### src/rtl/contador_programable_pkg.sv
// Shared types and defaults for the programmable up/down modulo counter.
// Imported by the counter and by anything that needs its state encoding.
package contador_programable_pkg;

    typedef enum logic {
        RUN  = 1'b0,
        HALT = 1'b1
    } state_e;

    localparam int unsigned DEF_WIDTH      = 8;
    localparam int unsigned DEF_FIN_CUENTA = 10;

endpackage

### src/rtl/contador_programable.sv
// Up/down modulo counter with run-time modulus, preload, cascade carry,
// wrap/one-shot modes and a registered wrap pulse.
module contador_programable
    import contador_programable_pkg::*;
#(
    parameter int unsigned WIDTH      = DEF_WIDTH,
    parameter int unsigned FIN_CUENTA = DEF_FIN_CUENTA
) (
    input  logic             iCLOCK,
    input  logic             iRESET,
    input  logic             iENABLE,
    input  logic             iCARRY_IN,
    input  logic             iUP_DOWN,
    input  logic             iONE_SHOT,
    input  logic             iLOAD,
    input  logic [WIDTH-1:0] iLOAD_MOD,
    input  logic [WIDTH-1:0] iLOAD_VAL,
    output logic [WIDTH-1:0] oCOUNT,
    output logic             oTC,
    output logic             oCARRY_OUT,
    output logic             oWRAP,
    output logic             oDONE
);

    localparam logic [WIDTH-1:0] FIN = WIDTH'(FIN_CUENTA);
    localparam logic [WIDTH-1:0] ONE = WIDTH'(1);

    logic [WIDTH-1:0] count_q;
    logic [WIDTH-1:0] mod_q;
    state_e           state_q;
    logic             wrap_q;

    logic [WIDTH-1:0] top_d;
    logic [WIDTH-1:0] step_d;
    logic [WIDTH-1:0] lmod_d;
    logic [WIDTH-1:0] lval_d;
    logic             en_d;
    logic             tc_d;
    logic             live_d;

    function automatic logic [WIDTH-1:0] clamp_val(
        input logic [WIDTH-1:0] val,
        input logic [WIDTH-1:0] modv
    );
        logic [WIDTH-1:0] lim;
        lim = modv - ONE;
        return (val > lim) ? lim : val;
    endfunction

    always_comb begin
        top_d  = mod_q - ONE;
        en_d   = iENABLE & iCARRY_IN;
        tc_d   = iUP_DOWN ? (count_q == top_d) : (count_q == '0);
        live_d = en_d & tc_d & (state_q == RUN);
        lmod_d = (iLOAD_MOD == '0) ? ONE : iLOAD_MOD;
        lval_d = clamp_val(iLOAD_VAL, lmod_d);
        // Out-of-range counts take the terminal step in either direction.
        if (iUP_DOWN) begin
            step_d = (count_q >= top_d) ? '0 : count_q + ONE;
        end else begin
            step_d = (count_q == '0 || count_q >= mod_q) ? top_d
                                                         : count_q - ONE;
        end
    end

    always_ff @(posedge iCLOCK) begin
        if (iRESET) begin
            count_q <= '0;
            mod_q   <= FIN;
            state_q <= RUN;
            wrap_q  <= 1'b0;
        end else if (iLOAD) begin
            mod_q   <= lmod_d;
            count_q <= lval_d;
            state_q <= RUN;
            wrap_q  <= 1'b0;
        end else begin
            wrap_q <= live_d;
            unique case (state_q)
                RUN: begin
                    if (en_d) begin
                        if (iONE_SHOT && tc_d) begin
                            state_q <= HALT;
                        end else begin
                            count_q <= step_d;
                        end
                    end
                end
                HALT: begin
                    if (!iONE_SHOT) begin
                        state_q <= RUN;
                    end
                end
            endcase
        end
    end

    assign oCOUNT     = count_q;
    assign oTC        = tc_d;
    assign oCARRY_OUT = live_d;
    assign oWRAP      = wrap_q;
    assign oDONE      = (state_q == HALT);

endmodule

### config.mk
export PLATFORM = sky130hd
export DESIGN_NAME = contador_programable
export DESIGN_NICKNAME = d
export VERILOG_FILES = /design/src/rtl/contador_programable_pkg.sv /design/src/rtl/contador_programable.sv
export SDC_FILE = /design/constraint.sdc
export NUM_CORES = 1
export LEC_CHECK = 0
export ABC_AREA = 1
export CAP_MARGIN = 20
export CORE_UTILIZATION = 55
export CTS_CLUSTER_SIZE = 30
export DETAILED_ROUTE_END_ITERATION = 8
export PLACE_DENSITY = 0.88
export SYNTH_ARGS = -nofsm -noshare
export SYNTH_HDL_FRONTEND = slang
export SYNTH_SLANG_ARGS = --single-unit
### constraint.sdc
create_clock -name iCLOCK -period 3.9 [get_ports iCLOCK]
set_input_delay 1.17 -clock iCLOCK [delete_from_list [all_inputs] [get_ports iCLOCK]]
set_output_delay 1.17 -clock iCLOCK [all_outputs]
set_load 0.02 [all_outputs]
==> flow_summary.ini, run 1 <==
[floorplan]
start_util_pct = 57.4
core_sq_mm = 0.00400
die_h_um = 66.6
dieArea_sq_mm = 0.00444
die_w_um = 66.6
std_cell_rows = 23
ios = 35

[cells_and_area]
antenna_cells = 0
final_layout_size_suffix_gt1_share_pct = 16.7
fin_util_pct = 73.4
nNetsFinal = 485
stdcell_area_sq_mm = 0.00294
stdcell_count = 482
area_growth_pct = 27.9

[placed_design]
dp.cells = 476
dp_hpwl_um = 4980
place_ws_ps = -303
portBuffers = 34
place_area_sq_mm = 0.00283
gp_congestion = 0.919

[yosys]
synthDistinctLibCells = 30
synthFlopType = dfxtp_1
synth_edf_count = 0
yosysTopAreaCellShare_pct = 17.6
async_flop_share_pct = 0
syn_inst = 374
ys.warnings.count = 0
synth_area_sq_mm = 0.00230
ys_seq_area_share_pct = 15.7
syn_nets = 426
synth_top_cell_by_area = nand2_1
yosysMostFrequentCell = nand2_1
synthTopCellsByCount = 108 x nand2_1, 51 x inv_1, 37 x nor2_1
syn_avg_cell_area_sq_um = 6.14
ys_ff_latch = 18
yosys-top-cells-area = nand2_1 18%, ha_1 16%, dfxtp_1 16%

[setup_path]
cp-end-kind = register
worstSetupPathType = primary input to register
crit_arrival_ps = 3890
critPathMaxFanout = 6
reg2reg_slack_ps = 1180
worstSetupStartpointType = primary input
rr_worst_depth = 18
crit_required_ps = 4050
timing.rr.start = mod_q[0]
r2r-end = oCOUNT[6]

[sta]
worst_pin_slew_ps = 453
finalHoldViolations = 0
fin_crit_sh_pct = 95.7
setup_viol = 0
fmax_mhz = 268
timing.final.max_slew_violations = 0
clock_skew_ps = 2.84
slew_headroom_pct = 69.7
period_needed_ps = 3730
fin_ws_ps = 168
holdWs_ps = 506

[clock_network]
cts_tree = yes
clkSinkCount = 18
cts_buffer_depth = 2
cts_buffers = 3
cts.clk_slew.worst_paths_ps = 70
clock_latency_ps = 250
postCtsHoldBufs = 0
htreeDepth = 1
clock-root-buffer = clkbuf_8

[drt]
num_vias = 2578
drtPass1Iterations = 4
post_drt_wl_per_cell_um = 12.9
routed_wl_um = 6230
drc_errors = 0
vias_per_cell = 5.35
final_antenna_net_count = 0
drt_iter0_drc = 157

[hold_path]
hold_depth = 1
hp-start = oDONE
hp-class = register to register
min_to = oWRAP

[grt]
grt_max_degree = 13
grt_usage_pct = 29.0
overflow = 0
antenna_found_initial = 0
grt_pass1_wl_um = 9670
grt_pass1_vias = 2251

[run_status]
outcome = finished clean

[power_and_ir_drop]
ir_drop_mv = 0.142
leakage_uw = 0.00153
power.density_mw_per_mm2 = 273

[flow_run]
drv_cap = 0
layout by cell type, fill, tap and decap left out, types with 2 or more instances in the layout:
master,instances
nand4_1,10
nand2_4,4
dfxtp_1,18
o21ai_1,13
nand3_1,26
nor3_1,3
xnor2_1,3
clkbuf_8,4
a21oi_2,2
nand2_2,8
xor2_1,10
ha_1,28
nor2_2,5
a21oi_1,12
o22ai_1,6
nand2_1,105
inv_1,48
a22oi_1,2
inv_2,13
nor2_1,34
buf_4,26
clkdlybuf4s50_1,30
nor2_4,2
nor3_2,2
o21ai_0,5
dlymetal6s2s_1,2
power breakdown:
part           switching (uW)  total, uW  internal [uW]  leakage [uW]
logic                     259        439            180       0.00135
registers                16.4        214            197      0.000149
clock network            59.1        149           89.6     0.0000288
total                     335        802            467       0.00153
timing repair:
| item | CTS | global route |
|---|---|---|
| resized for setup | 4 | 20 |
| setup buffers | 0 | 1 |
| pin swaps | 0 | 5 |
| setup endpoints to repair | 5 | 9 |
| endpoints found under the hold margin | 0 | 0 |
| gates cloned | 0 | 1 |
area by class of cell:
class,instances,area (sq um)
tap,50,62.6
multi-input combinational,288,1690
sequential,18,360
fill,331,1060
inverter,62,233
timing repair buffer,60,534
clock buffer,4,55.1
how the worst max path moves through the flow:
stage / from / endpoint / slack, ps / cells after the start
finish: iLOAD_MOD[2] / oCOUNT[0] / 170 / 21
CTS: mod_q[0] / oCARRY_OUT / 50 / 13
detailed placement: iLOAD_MOD[3] / oCOUNT[0] / -300 / 23
floorplan: mod_q[0] / oCARRY_OUT / 590 / 12
global placement: iUP_DOWN / oCARRY_OUT / -40 / 6
global route: iLOAD_MOD[2] / oCOUNT[1] / -40 / 20
metrics by stage:
step / total power [uW] / setup TNS, ps
final: 802 / 0
after global routing: 862 / -225
after CTS: 793 / 0
after detailed placement: 643 / -2040
after global placement: 631 / -122
after floorplan: 510 / 0
flip-flops by register name, indices dropped and copies added, names as in the netlist:
register,count
mod_q,8
oCOUNT,8
oDONE,1
oWRAP,1
per-layer routing:
layer	global-route usage (%)	share of wire, %	vias up
li1	-	-	1308
met1	32.6	41	1139
met2	52.9	49	105
met3	2.91	5.9	26
met4	15.2	4.4	0
met5	0	0	-
critical path, stage by stage:
cell and delay (ps):
clkdlybuf4s50_1 430, inv_2 70, nand2_1 50, nor2_2 140, nand2_2 100, nand2_1 80
inv_1 60, ha_2 200, nand2_1 100, xor2_1 190, inv_1 90, ha_1 310
nand2_2 70, nor2_2 110, nand4_1 200, nand2_2 190, nand2_1 70, nand3_1 90
nand3_1 80, nand2_1 60, inv_1 40
kinds of logic after synthesis:
| family | Yosys count | share of synthesized area [%] |
|---|---|---|
| xor gates and xnor gates | 14 | 5.34 |
| AOI/OAI and AO/OA | 43 | 10.6 |
| DFF | 18 | 15.7 |
| buffers and inverters | 69 | 12.7 |
| adders and majority gates | 29 | 15.8 |
| and+or+nand+nor | 201 | 39.8 |
Note: power is estimated with default switching activity, not from simulation.
==> run 2: changes to the inputs <==
==> constraint.sdc (replaced) <==
create_clock -name iCLOCK -period 3.9 [get_ports iCLOCK]
set_input_delay 1.17 -clock iCLOCK [delete_from_list [all_inputs] [get_ports iCLOCK]]
set_output_delay 1.17 -clock iCLOCK [all_outputs]
set_load 0.01 [all_outputs]
==> run 2 against run 1 <==
  * First-iteration DRC count up 25%
  * Register-to-register slack worse by 40 ps
  * Die area unchanged
  * Sequential share of layout area about the same
  * Sequential power about the same
  * Flip-flop and latch count unchanged
  * Final cell count unchanged
==> flow_summary.ini, run 2 (same netlist as run 1, synthesis figures left out) <==
[cells_and_area]
nNetsFinal = 485
stdcell_count = 482
layout_commonest_cell = nand2_1
layout.cells.most_common_list = 106 x nand2_1, 50 x inv_1, 34 x nor2_1
stdcell_area_sq_mm = 0.00295
final_layout_size_suffix_gt1_share_pct = 16.4
antenna_cells = 0
area_growth_pct = 28.3
fin_util_pct = 73.7

[sta]
fin_crit_sh_pct = 97.8
fmax_mhz = 262
worst_pin_slew_ps = 457
slew_headroom_pct = 69.5
timing.final.max_slew_violations = 0
period_needed_ps = 3820
finalHoldViolations = 0
holdWs_ps = 515
clock_skew_ps = 3.27
setup_viol = 0

[setup_path]
rr_worst_depth = 18
critical-path-max-stage-delay_ps = 430
crit_required_ps = 4080
timing.rr.start = mod_q[0]
reg2reg_slack_ps = 1140
path_cells = clkdlybuf4s50_1, inv_1, nand2_1, nor2_2, nand2_2, nand2_1, inv_1, ha_2, nand2_1, xor2_1, inv_1, ha_1, nand2_1, nor2_2, nand4_1, nand2_4, nand2_1, o21ai_1, nand2_1, a21oi_2
critPathSlowestCell = clkdlybuf4s50_1
cp_common_cell = nand2_1
crit_arrival_ps = 4000
critPathMaxFanout = 6
r2r-end = oCOUNT[4]
worstSetupStartpointType = primary input
cp-end-kind = register
worstSetupPathType = primary input to register

[hold_path]
hp-start = oDONE
min_to = oWRAP
hp-class = register to register
hold_depth = 1

[drt]
vias_per_cell = 5.43
drt_iter0_drc = 196
num_vias = 2615
post_drt_wl_per_cell_um = 13.6
drc_errors = 0
drtPass1Iterations = 5
final_antenna_net_count = 0
routed_wl_um = 6540

[placed_design]
place_area_sq_mm = 0.00281
portBuffers = 34
dp.cells = 473
gp_congestion = 0.921
dp_hpwl_um = 4980

[floorplan]
ios = 35
dieArea_sq_mm = 0.00444
std_cell_rows = 23
die_h_um = 66.6
start_util_pct = 57.4
die_w_um = 66.6
core_sq_mm = 0.00400

[run_status]
outcome = finished clean

[grt]
grt_max_degree = 13
grt_usage_pct = 29.6
grt_pass1_vias = 2344
overflow = 0
grt_pass1_wl_um = 10000
antenna_found_initial = 0

[power_and_ir_drop]
ir_drop_mv = 0.181
leakage_uw = 0.00151
p_total_uw = 807
power.density_mw_per_mm2 = 274

[clock_network]
clkSinkCount = 18
clock-root-buffer = clkbuf_8
cts_buffers = 3
cts_tree = yes
cts_buffer_depth = 2
cts.clk_slew.worst_paths_ps = 70
clock_latency_ps = 250
htreeDepth = 1

[flow_run]
drv_cap = 0
## run 2: changes by cell type in the layout (fill, tap and decap cells not counted), sizes merged
cell,change
clkdlybuf4s15,+1
clkbuf,-1
dlymetal6s2s,-2
clkdlybuf4s50,+3
dlygate4sd2,-1
## run 2: area by class of cell
cell class	count	area, sq um
tap	50	62.6
clock buffer	4	55.1
sequential	18	362
multi-input combinational	288	1700
inverter	62	235
timing repair buffer	60	536
fill	311	1050
## run 2: routing by layer
metal | up-vias | track usage (%) | share of wire, %
met1 | 1188 | 34.5 | 41
li1 | 1315 | - | -
met4 | 0 | 12.8 | 3.2
met3 | 20 | 2.57 | 4.1
met5 | - | 0 | 0
met2 | 92 | 54.2 | 51
## run 2: worst max-delay path by stage
stage	start	to	slack, ps
2_1_floorplan	iLOAD_MOD[2]	oCOUNT[0]	600
3_3_place_gp	iLOAD_MOD[3]	oCOUNT[0]	-20
3_5_place_dp	iLOAD_MOD[3]	oCOUNT[0]	-240
4_1_cts	iLOAD_MOD[3]	oCOUNT[4]	20
5_1_grt	iLOAD_MOD[5]	oCOUNT[4]	-80
6_report	iLOAD_MOD[5]	oCOUNT[4]	80
## run 2: power breakdown
part	leakage, uW	total (uW)	switching, uW	internal [uW]
sequential	0.000149	214	16.4	198
combinational	0.00133	442	260	183
clock	0.0000288	150	60.8	89.7
total	0.00151	807	337	470
## run 2: timing repair
item | in CTS | in global routing
setup endpoints to repair | 1 | 10
pin swaps | 2 | 5
gates resized for setup | 4 | 16
buffers inserted | 2 | 2
hold buffers | 0 | 0
gates cloned | 0 | 1
## run 2: critical path: cells and delay by family
kind | cells | cell delay (ps)
xor gates and xnor gates | 1 | 180
buffers and inverters | 4 | 670
AOI/OAI and AO/OA | 2 | 260
adders and majority gates | 2 | 490
and+or+nand+nor | 11 | 1250
## run 2: per-stage QoR
step / TNS [ps] / setup WS [ps]
after floorplan: 0 / 602
after global placement: -48.2 / -24.9
after detailed placement: -1680 / -243
after CTS: 0 / 21.7
after global routing: -434 / -83.0
final: 0 / 83.9
